`config.mk`:
```
export PLATFORM = sky130hd
export DESIGN_NAME = projectile_fire_scheduler
export DESIGN_NICKNAME = d
export VERILOG_FILES = /design/src/rtl/game_pkg.sv /design/src/rtl/projectile_fire_scheduler_rr_free_picker.sv /design/src/rtl/projectile_fire_scheduler.sv
export SDC_FILE = /design/constraint.sdc
export NUM_CORES = 1
export LEC_CHECK = 0
export CORE_ASPECT_RATIO = 1.25
export CORE_MARGIN = 5
export CORE_UTILIZATION = 55
export CTS_CLUSTER_DIAMETER = 150
export CTS_CLUSTER_SIZE = 24
export DETAILED_ROUTE_END_ITERATION = 12
export GPL_ROUTABILITY_DRIVEN = 0
export GPL_TIMING_DRIVEN = 0
export PLACE_DENSITY = 0.87
export SLEW_MARGIN = 20
export SYNTH_ARGS = -nofsm -noshare
export SYNTH_HDL_FRONTEND = slang
export SYNTH_SLANG_ARGS = --single-unit
```
`constraint.sdc`:
```
create_clock -name Clk -period 2.7 [get_ports Clk]
set_input_delay 0.54 -clock Clk [delete_from_list [all_inputs] [get_ports Clk]]
set_output_delay 0.54 -clock Clk [all_outputs]
set_load 0.02 [all_outputs]
```
`src/rtl/game_pkg.sv`:
```
// Shared game-logic definitions for the projectile fire scheduler.
//   FIRE_KEY      : keycode that means "fire"
//   sched_state_t : scheduler FSM encoding (also driven out for debug LEDs)
package game_pkg;

    localparam logic [7:0] FIRE_KEY = 8'h2C;

    typedef enum logic [1:0] {
        IDLE     = 2'd0,
        GRANT    = 2'd1,
        COOLDOWN = 2'd2
    } sched_state_t;

endpackage

```
`src/rtl/projectile_fire_scheduler_rr_free_picker.sv`:
```
// rr_free_picker: combinational round-robin free-slot search.
// Scans slots rr_ptr, rr_ptr+1, ... (mod NUM_SLOTS) and returns the first
// slot whose busy bit is clear.
//   busy   in  NUM_SLOTS  per-slot busy flags
//   rr_ptr in  PW         slot to start the search at
//   found  out 1          a free slot exists
//   idx    out PW         first free slot at or after rr_ptr (0 when !found)
module rr_free_picker #(
    parameter int NUM_SLOTS = 4,
    parameter int PW        = $clog2(NUM_SLOTS)
) (
    input  logic [NUM_SLOTS-1:0] busy,
    input  logic [PW-1:0]        rr_ptr,
    output logic                 found,
    output logic [PW-1:0]        idx
);

    logic [PW-1:0] cand;

    always_comb begin
        found = 1'b0;
        idx   = '0;
        cand  = '0;
        for (int i = 0; i < NUM_SLOTS; i++) begin
            cand = PW'((int'(rr_ptr) + i) % NUM_SLOTS);
            if (!found && !busy[cand]) begin
                found = 1'b1;
                idx   = cand;
            end
        end
    end

endmodule

```
`src/rtl/projectile_fire_scheduler.sv`:
```
// projectile_fire_scheduler: routes the player's fire key onto a pool of
// projectile instances. A free slot is granted round-robin, its shoot line
// is held until the slot reports in flight (ack), then a frame-counted
// cooldown blocks further grants.
// Build option: define PROJ_AUTOFIRE_EN to let a held fire key re-fire each
// time the cooldown expires; otherwise every press yields one grant/denial.
//   Clk          in   system clock
//   Reset        in   synchronous, active-high
//   frame_clk    in   asynchronous frame clock, rising edge detected here
//   keycode      in   current key code
//   slot_busy    in   is_showing of each projectile instance
//   shoot        out  one-hot launch request to the granted slot
//   sched_state  out  FSM state
//   shots_fired  out  acknowledged launches (wrapping)
//   shots_denied out  presses finding no free slot (saturating)
module projectile_fire_scheduler
    import game_pkg::*;
#(
    parameter int NUM_SLOTS       = 4,
    parameter int COOLDOWN_FRAMES = 8,
    parameter int ACK_TIMEOUT     = 3
) (
    input  logic                 Clk,
    input  logic                 Reset,
    input  logic                 frame_clk,
    input  logic [7:0]           keycode,
    input  logic [NUM_SLOTS-1:0] slot_busy,
    output logic [NUM_SLOTS-1:0] shoot,
    output logic [1:0]           sched_state,
    output logic [15:0]          shots_fired,
    output logic [7:0]           shots_denied
);

    localparam int PW = $clog2(NUM_SLOTS);

    sched_state_t          state;
    logic [2:0]            fsync;      // [1:0] synchronizer, [2] delayed copy
    logic                  frame_tick;
    logic                  fire_key;
    logic                  fire_armed;
    logic                  fire_req;
    logic [NUM_SLOTS-1:0]  busy_q;
    logic [PW-1:0]         rr_ptr;
    logic [PW-1:0]         g_idx;
    logic [7:0]            cooldown;
    logic [2:0]            wait_cnt;
    logic                  found;
    logic [PW-1:0]         pick_idx;
    logic                  ack;

    assign frame_tick  = fsync[1] & ~fsync[2];
    assign fire_key    = (keycode == FIRE_KEY);
    assign fire_req    = frame_tick & fire_key & fire_armed;
    // Only the granted slot's 0->1 transition counts; other slots are ignored.
    assign ack         = (state == GRANT) && slot_busy[g_idx] && !busy_q[g_idx];
    assign sched_state = state;

    rr_free_picker #(.NUM_SLOTS(NUM_SLOTS), .PW(PW)) u_picker (
        .busy   (slot_busy),
        .rr_ptr (rr_ptr),
        .found  (found),
        .idx    (pick_idx)
    );

    always_ff @(posedge Clk) begin
        if (Reset) begin
            fsync        <= '0;
            busy_q       <= '0;
            state        <= IDLE;
            shoot        <= '0;
            rr_ptr       <= '0;
            g_idx        <= '0;
            cooldown     <= '0;
            wait_cnt     <= '0;
            shots_fired  <= '0;
            shots_denied <= '0;
            fire_armed   <= 1'b1;
        end else begin
            fsync  <= {fsync[1:0], frame_clk};
            busy_q <= slot_busy;

`ifdef PROJ_AUTOFIRE_EN
            fire_armed <= 1'b1;
`else
            // Re-arm once the key is seen released at a tick; disarm when a
            // press is consumed (granted or denied) in IDLE.
            if (frame_tick && !fire_key)
                fire_armed <= 1'b1;
            else if (fire_req && state == IDLE)
                fire_armed <= 1'b0;
`endif

            case (state)
                IDLE: begin
                    shoot <= '0;
                    if (fire_req) begin
                        if (found) begin
                            shoot    <= NUM_SLOTS'(1) << pick_idx;
                            g_idx    <= pick_idx;
                            rr_ptr   <= (pick_idx == PW'(NUM_SLOTS - 1)) ? '0 : pick_idx + PW'(1);
                            wait_cnt <= '0;
                            state    <= GRANT;
                        end else if (shots_denied != 8'hFF) begin
                            shots_denied <= shots_denied + 8'd1;
                        end
                    end
                end
                GRANT: begin
                    // Ack wins over a coincident frame tick.
                    if (ack) begin
                        shoot       <= '0;
                        shots_fired <= shots_fired + 16'd1;
                        cooldown    <= 8'(COOLDOWN_FRAMES);
                        state       <= COOLDOWN;
                    end else if (frame_tick) begin
                        if (wait_cnt == 3'(ACK_TIMEOUT - 1)) begin
                            shoot <= '0;
                            state <= IDLE;
                        end else begin
                            wait_cnt <= wait_cnt + 3'd1;
                        end
                    end
                end
                COOLDOWN: begin
                    shoot <= '0;
                    if (frame_tick) begin
                        if (cooldown <= 8'd1) begin
                            cooldown <= '0;
                            state    <= IDLE;
                        end else begin
                            cooldown <= cooldown - 8'd1;
                        end
                    end
                end
                default: begin
                    shoot <= '0;
                    state <= IDLE;
                end
            endcase
        end
    end

endmodule

```
==> impl_metrics.yaml, run 1 <==
placement:
  dp.final_hpwl_um: 4050
  postPlaceCellArea_um2: 3023
  dp.cells: 383
  port_buffers: 44
yosys:
  synth_top_family_by_area: "simple AND/OR/NAND/NOR gates"
  synth_cells: 281
  synth-adder-area-share: 0.04985
  synthArstFlopShare: 0
  synth_cell_types: 48
  synth_flop_cell: "dfxtp_1"
  syn_nets: 306
  synth_xor_area_frac: 0.09073
  synth-compound-area-share: 0.08923
  yosysWarnings: 0
  synth-edff-count: 0
  synth_simple_gate_area_frac: 0.2926
  netlist_area_um2: 2510
  syn_avg_cell_area_um2: 8.932
  ys_ff_latch: 53
  synth_mux_area_frac: 0.02542
  ys_seq_area_frac: 0.4227
timing:
  finClkSkew_ps: 5.219
  finalSetupViolCount: 0
  fin_crit_ps: 2475
  slew-limit-headroom: 0.6299
  rsz0062_at_grt: "no"
  final_max_slew_viol_count: 0
  worst_slew_pin_slew_ps: 555.1
  period_share: 0.9166
  final_hold_viol_count: 0
  fmax_ghz: 0.4041
drt:
  wl_per_cell_um: 13.87
  drtPass1Iterations: 4
  vias: 2133
  drc: 0
  drt-total-wl_um: 5422
  drtAntennaViolNets: 0
  drt_iter0_drc: 77
  drt-vias-per-instance: 5.455
worst_setup_path:
  cp.required_ps: 2890
  worstSetupPathType: "input port to flop"
  cp_data_arrival_time_ps: 2670
  cp-end-kind: "flop"
  crit_fanout: 9
  ff2ff_setup_slack_ps: 680
  crit_path_start_kind: "input port"
final_layout:
  nets: 357
  layout_common_cells: "dfxtp_1, nor2_1, clkdlybuf4s50_1"
  layout.cells.non_filler: 391
  diodes: 0
  drive_above_1_share: 0.04805
  fin_area_um2: 3139
  final_common_cell: "dfxtp_1"
  syn_to_final_growth_pct: 25.07
clocking:
  hold_buffers: 0
  ctsResizeCount: 0
  clkSinkCount: 53
  path_clk_slew_ps: 90
  cts.path.max_buffers: 2
  clockRootBuffer: "clkbuf_8"
  clk_latency_ps: 290
  cts_made_buffers: 5
  htree_num_levels: 2
  cts_tree: "done"
  cts_setup_buffers: 0
pwr:
  leakage_nw: 1.075
  p_per_area_nw_per_um2: 448.3
  power.total_mw: 1.407
  irDropWorstVdd_v: 0.0003644
hold_path:
  hold_class: "flop to flop"
grt:
  grt_first_pass_wirelength_um: 9011
  gr-total-overflow: 0
  track_usage: 0.1798
  grt_max_degree: 16
  antenna_found_initial: 0
  grt_pass1_vias: 2031
floorplan:
  ioPinCount: 45
  dieArea_um2: 6023
  start_util: 0.5671
  rows: 27
  coreArea_um2: 4425
  fp.dieW_um: 70.42
  die-height_um: 85.53
job:
  drv_cap: 0
outcome:
  status: "complete, no violations"
[cell usage after synthesis (8+ instances only)]
library cell,n,area [um2]
nor2_1,47,176.4
nand2_1,12,45.04
ha_1,10,125.1
nor3_1,10,50.05
nand2b_1,11,68.82
xnor2_1,22,192.7
inv_1,10,37.54
nand4_1,8,50.05
a21oi_1,8,40.04
nor4_1,8,50.05
dfxtp_1,53,1061
nor2b_1,11,68.82
[power by group]
group,switching [mW],internal [mW]
Clock,0.242,0.302
Sequential,0.00187,0.787
Combinational,0.0393,0.0347
[area by class of cell]
cell class / count / area [um2]
repair buffers: 44 / 440.4
clock inverters: 1 / 30.03
plain buffers: 9 / 36.28
well taps: 58 / 72.57
multi-input cells: 209 / 1375
clock buffers: 7 / 86.33
inverters: 10 / 37.54
flip-flops and latches: 53 / 1061
fillers: 350 / 1286
[cell families after synthesis]
family          after synthesis
mux                           5
flops                        53
xor+xnor                     26
fa+ha+maj                    10
simple gates                135
buf+inv                      19
compound gates               33
[path summary, 6_finish.rpt]
kind	cells after the start	start	endpoint
worst max-delay path	6	slot_busy[1]	wait_cnt[1]$_SDFFE_PP0P_
worst min-delay path	1	fsync[0]$_SDFF_PP0_	fsync[1]$_SDFF_PP0_
worst max register to register	6	sched_state[1]$_SDFFE_PP0P_	g_idx[0]$_SDFFE_PP0P_
worst min register to register	1	fsync[0]$_SDFF_PP0_	fsync[1]$_SDFF_PP0_
[stage by stage]
| stage | utilization | hold slack [ps] | setup TNS, ps | worst slack, ps |
|---|---|---|---|---|
| global route | 0.7094 | 461.6 | 0 | 146.2 |
| CTS | 0.7094 | 451.8 | 0 | 231.1 |
| detailed placement | 0.6831 | 431.9 | -212.9 | -89.17 |
| finish | 0.7094 | 446.7 | 0 | 225.1 |
| floorplan | - | 413.8 | 0 | 729.7 |
| global placement | 0.6831 | 421.6 | -61.23 | -61.23 |
[flip-flops by register name, indices dropped and copies added, names as in the netlist]
register / count
shots_fired: 16
cooldown: 8
shots_denied: 8
busy_q: 4
shoot: 4
fsync: 3
wait_cnt: 3
g_idx: 2
rr_ptr: 2
sched_state: 2
fire_armed: 1
[critical path, cell delays in order]
cell and delay (ps):
clkdlybuf4s50_1 580, nand2b_1 90, mux4_2 600, nand2b_1 290, o21ai_1 210, mux2_2 360
[routing by layer]
layer  track usage  vias to the layer above  wire length (um)
met2        0.3313                       42              2819
met5             0                        -                 0
met3       0.03400                        2               181
met1        0.2139                     1006              2393
met4       0.04181                        0                27
li1              -                     1083                 -
(Power assumes the default switching activity.)
==> run 2, diff against run 1 <==
- CTS_CLUSTER_DIAMETER: 150 -> default
==> results of run 2 <==
The final DEF is identical to that of run 1; final timing and power are the same.
==> run 3, diff against run 2 <==
- ABC_AREA: default -> 1
- PLACE_DENSITY: 0.87 -> 0.85
==> impl_metrics.yaml, run 3 <==
pwr:
  clkPwrFrac: 0.391
  p_sw_uw: 322.7
  switching_share: 0.2228
  leakage_nw: 1.571
  intPower_mw: 1.126
  p_per_area_nw_per_um2: 393.7
  combPwrFrac: 0.066
  irDropWorstVdd_v: 0.0003467
  pwr-share-seq: 0.543
job:
  drv_cap: 0
yosys:
  ys_ff_latch: 53
  synthArstFlopShare: 0
  synth_most_common_cell: "nand2_1"
  syn_nets: 473
  synth_cell_types: 37
  synth_common_cells: "nand2_1, inv_1, dfxtp_1"
  yosysWarnings: 0
  synth-edff-count: 0
  netlist_area_um2: 3039
  synth_cells: 448
  synth_top_cell_by_area: "dfxtp_1"
  synth_flop_cell: "dfxtp_1"
  yosys-top-cells-area: "dfxtp_1, nand2_1, inv_1"
  syn_avg_cell_area_um2: 6.784
  synth.top_cell.area_share: 0.3491
  ys_seq_area_frac: 0.3491
timing:
  finalSetupTns_ps: 0
  finClkSkew_ps: 9.362
  slew-limit-headroom: 0.6435
  fmax_ghz: 0.4288
  worst_slew_pin_slew_ps: 534.7
  final_hold_viol_count: 0
  finalSetupViolCount: 0
  period_share: 0.8638
  layout_setup_ws_ps: 367.8
  final_max_slew_viol_count: 0
  rsz0062_at_grt: "no"
  fin_crit_ps: 2332
final_layout:
  diodes: 0
  regMostFlops: "shots_fired"
  fin_area_um2: 3680
  layout_common_cells: "nand2_1, inv_1, dfxtp_1"
  top_regs: "shots_fired x16, cooldown x8, shots_denied x8"
  largest_register_ffs: 16
  final_common_cell: "nand2_1"
  nets: 524
  drive_above_1_share: 0.08600
  syn_to_final_growth_pct: 21.08
drt:
  wl_per_cell_um: 12.50
  drtAntennaViolNets: 0
  drt_iter0_drc: 217
  drt-total-wl_um: 7048
  drtPass1Iterations: 4
  vias: 3059
  drc: 0
  drt-vias-per-instance: 5.424
grt:
  antenna_found_initial: 0
  gr-total-overflow: 0
  grt_max_degree: 17
  grt_pass1_vias: 2878
  grt_first_pass_wirelength_um: 12090
  track_usage: 0.2009
hold_path:
  min_to: "fsync[1]$_SDFF_PP0_"
  hold_depth: 2
  hold_class: "flop to flop"
  min-delay-start: "fsync[0]$_SDFF_PP0_"
floorplan:
  die-height_um: 93.11
  coreArea_um2: 5405
  start_util: 0.5623
  fp.dieW_um: 76.49
  ioPinCount: 45
  dieArea_um2: 7122
  rows: 30
worst_setup_path:
  r2r_end: "rr_ptr[1]$_SDFFE_PP0P_"
  worstSetupStartpoint: "slot_busy[3]"
  cp_top_family: "simple AND/OR/NAND/NOR gates"
  ff2ff_setup_slack_ps: 730
  r2r_cells: 14
  worstReg2RegStart: "rr_ptr[0]$_SDFFE_PP0P_"
  slowest_delay_ps: 510
  crit_slowest_cell: "clkdlybuf4s50_1"
  crit_fanout: 6
  cp_num_buf_inv: 3
  cp-end-kind: "flop"
  crit_chain: "clkdlybuf4s50_1, inv_1, nand2_1, nand3_1, nand2_2, nand2_1, nor2_2, nand3_1, nand2_2, inv_1, ha_1, nand4_1, a21oi_1"
  crit_path_start_kind: "input port"
  worstSetupPathType: "input port to flop"
  cp.required_ps: 2930
  cp_data_arrival_time_ps: 2570
  path_depth: 13
clocking:
  cts_setup_buffers: 0
  path_clk_slew_ps: 90
  clk_latency_ps: 310
  clockRootBuffer: "clkbuf_8"
  cts_made_buffers: 5
  htree_num_levels: 2
  cts.path.max_buffers: 2
  ctsResizeCount: 0
  hold_buffers: 0
  cts_tree: "done"
  clkSinkCount: 53
placement:
  dp_slack_ps: 79.38
  postPlaceCellArea_um2: 3560
  dp.final_hpwl_um: 5375
  port_buffers: 44
outcome:
  status: "complete, no violations"
run 3: cell count changes after synthesis, moves of 18 or more:
cell     previous run  this run
nand2_1            12       101
inv_1              10        59
a21oi_1             8        39
nand3_1             6        32
xnor2_1            22         4
run 3: how the worst max path moves through the flow:
| stage | to | slack [ps] |
|---|---|---|
| 6_report | rr_ptr[1]$_SDFFE_PP0P_ | 370 |
| 3_5_place_dp | rr_ptr[1]$_SDFFE_PP0P_ | 80 |
| 5_1_grt | rr_ptr[1]$_SDFFE_PP0P_ | 190 |
| 3_3_place_gp | rr_ptr[1]$_SDFFE_PP0P_ | 160 |
| 4_1_cts | rr_ptr[1]$_SDFFE_PP0P_ | 390 |
| 2_1_floorplan | rr_ptr[1]$_SDFFE_PP0P_ | 840 |
run 3: power by group through the flow:
| stage | Sequential [mW] | Combinational [mW] | Clock (mW) |
|---|---|---|---|
| after global placement | 0.806 | 0.0924 | 0 |
| after global routing | 0.788 | 0.106 | 0.595 |
| after floorplan | 0.805 | 0.0570 | 0 |
| after detailed placement | 0.806 | 0.0951 | 0 |
| final | 0.787 | 0.0954 | 0.566 |
| after CTS | 0.787 | 0.0954 | 0.576 |
run 3: through the flow:
stage,cells,total power [mW],util,hold slack [ps]
after floorplan,448,0.8625,-,388.3
after global placement,556,0.8980,0.6586,405.8
after detailed placement,556,0.9009,0.6586,399.7
after CTS,564,1.459,0.6808,415.1
after global routing,564,1.489,0.6808,440.4
final,564,1.449,0.6808,414.3
run 3: layout make-up:
cell class / instances / area (um2)
fillers: 462 / 1725
multi-input cells: 325 / 1690
flip-flops and latches: 53 / 1061
repair buffers: 44 / 440.4
inverters: 63 / 244.0
clock buffers: 6 / 82.58
well taps: 64 / 80.08
plain buffers: 7 / 43.79
clock inverters: 2 / 37.54
run 3: worst reg2reg max path: stages, from the launching register on:
cell and delay, ps:
dfxtp_1 310, buf_6 140, inv_6 80, nand2_1 50
nand2_1 90, nand2_2 70, nand2_4 100, nand2_1 70
nor2_2 140, nand3_1 100, nand2_2 130, inv_1 70
ha_1 270, nand4_1 80, a21oi_1 170
run 3: logic make-up after synthesis:
logic type | synth area share
compound gates | 0.1079
flops | 0.3491
fa+ha+maj | 0.04117
simple gates | 0.3755
xor+xnor | 0.03170
buf+inv | 0.09469
run 3: per-layer routing:
metal  vias to the layer above  routed length [um]  global-route usage
met5                         -                   0                   0
met1                      1404                2895              0.2319
met2                        96                3576              0.3664
li1                       1543                   -                   -
met4                         0                 141             0.08455
met3                        16                 434             0.02987
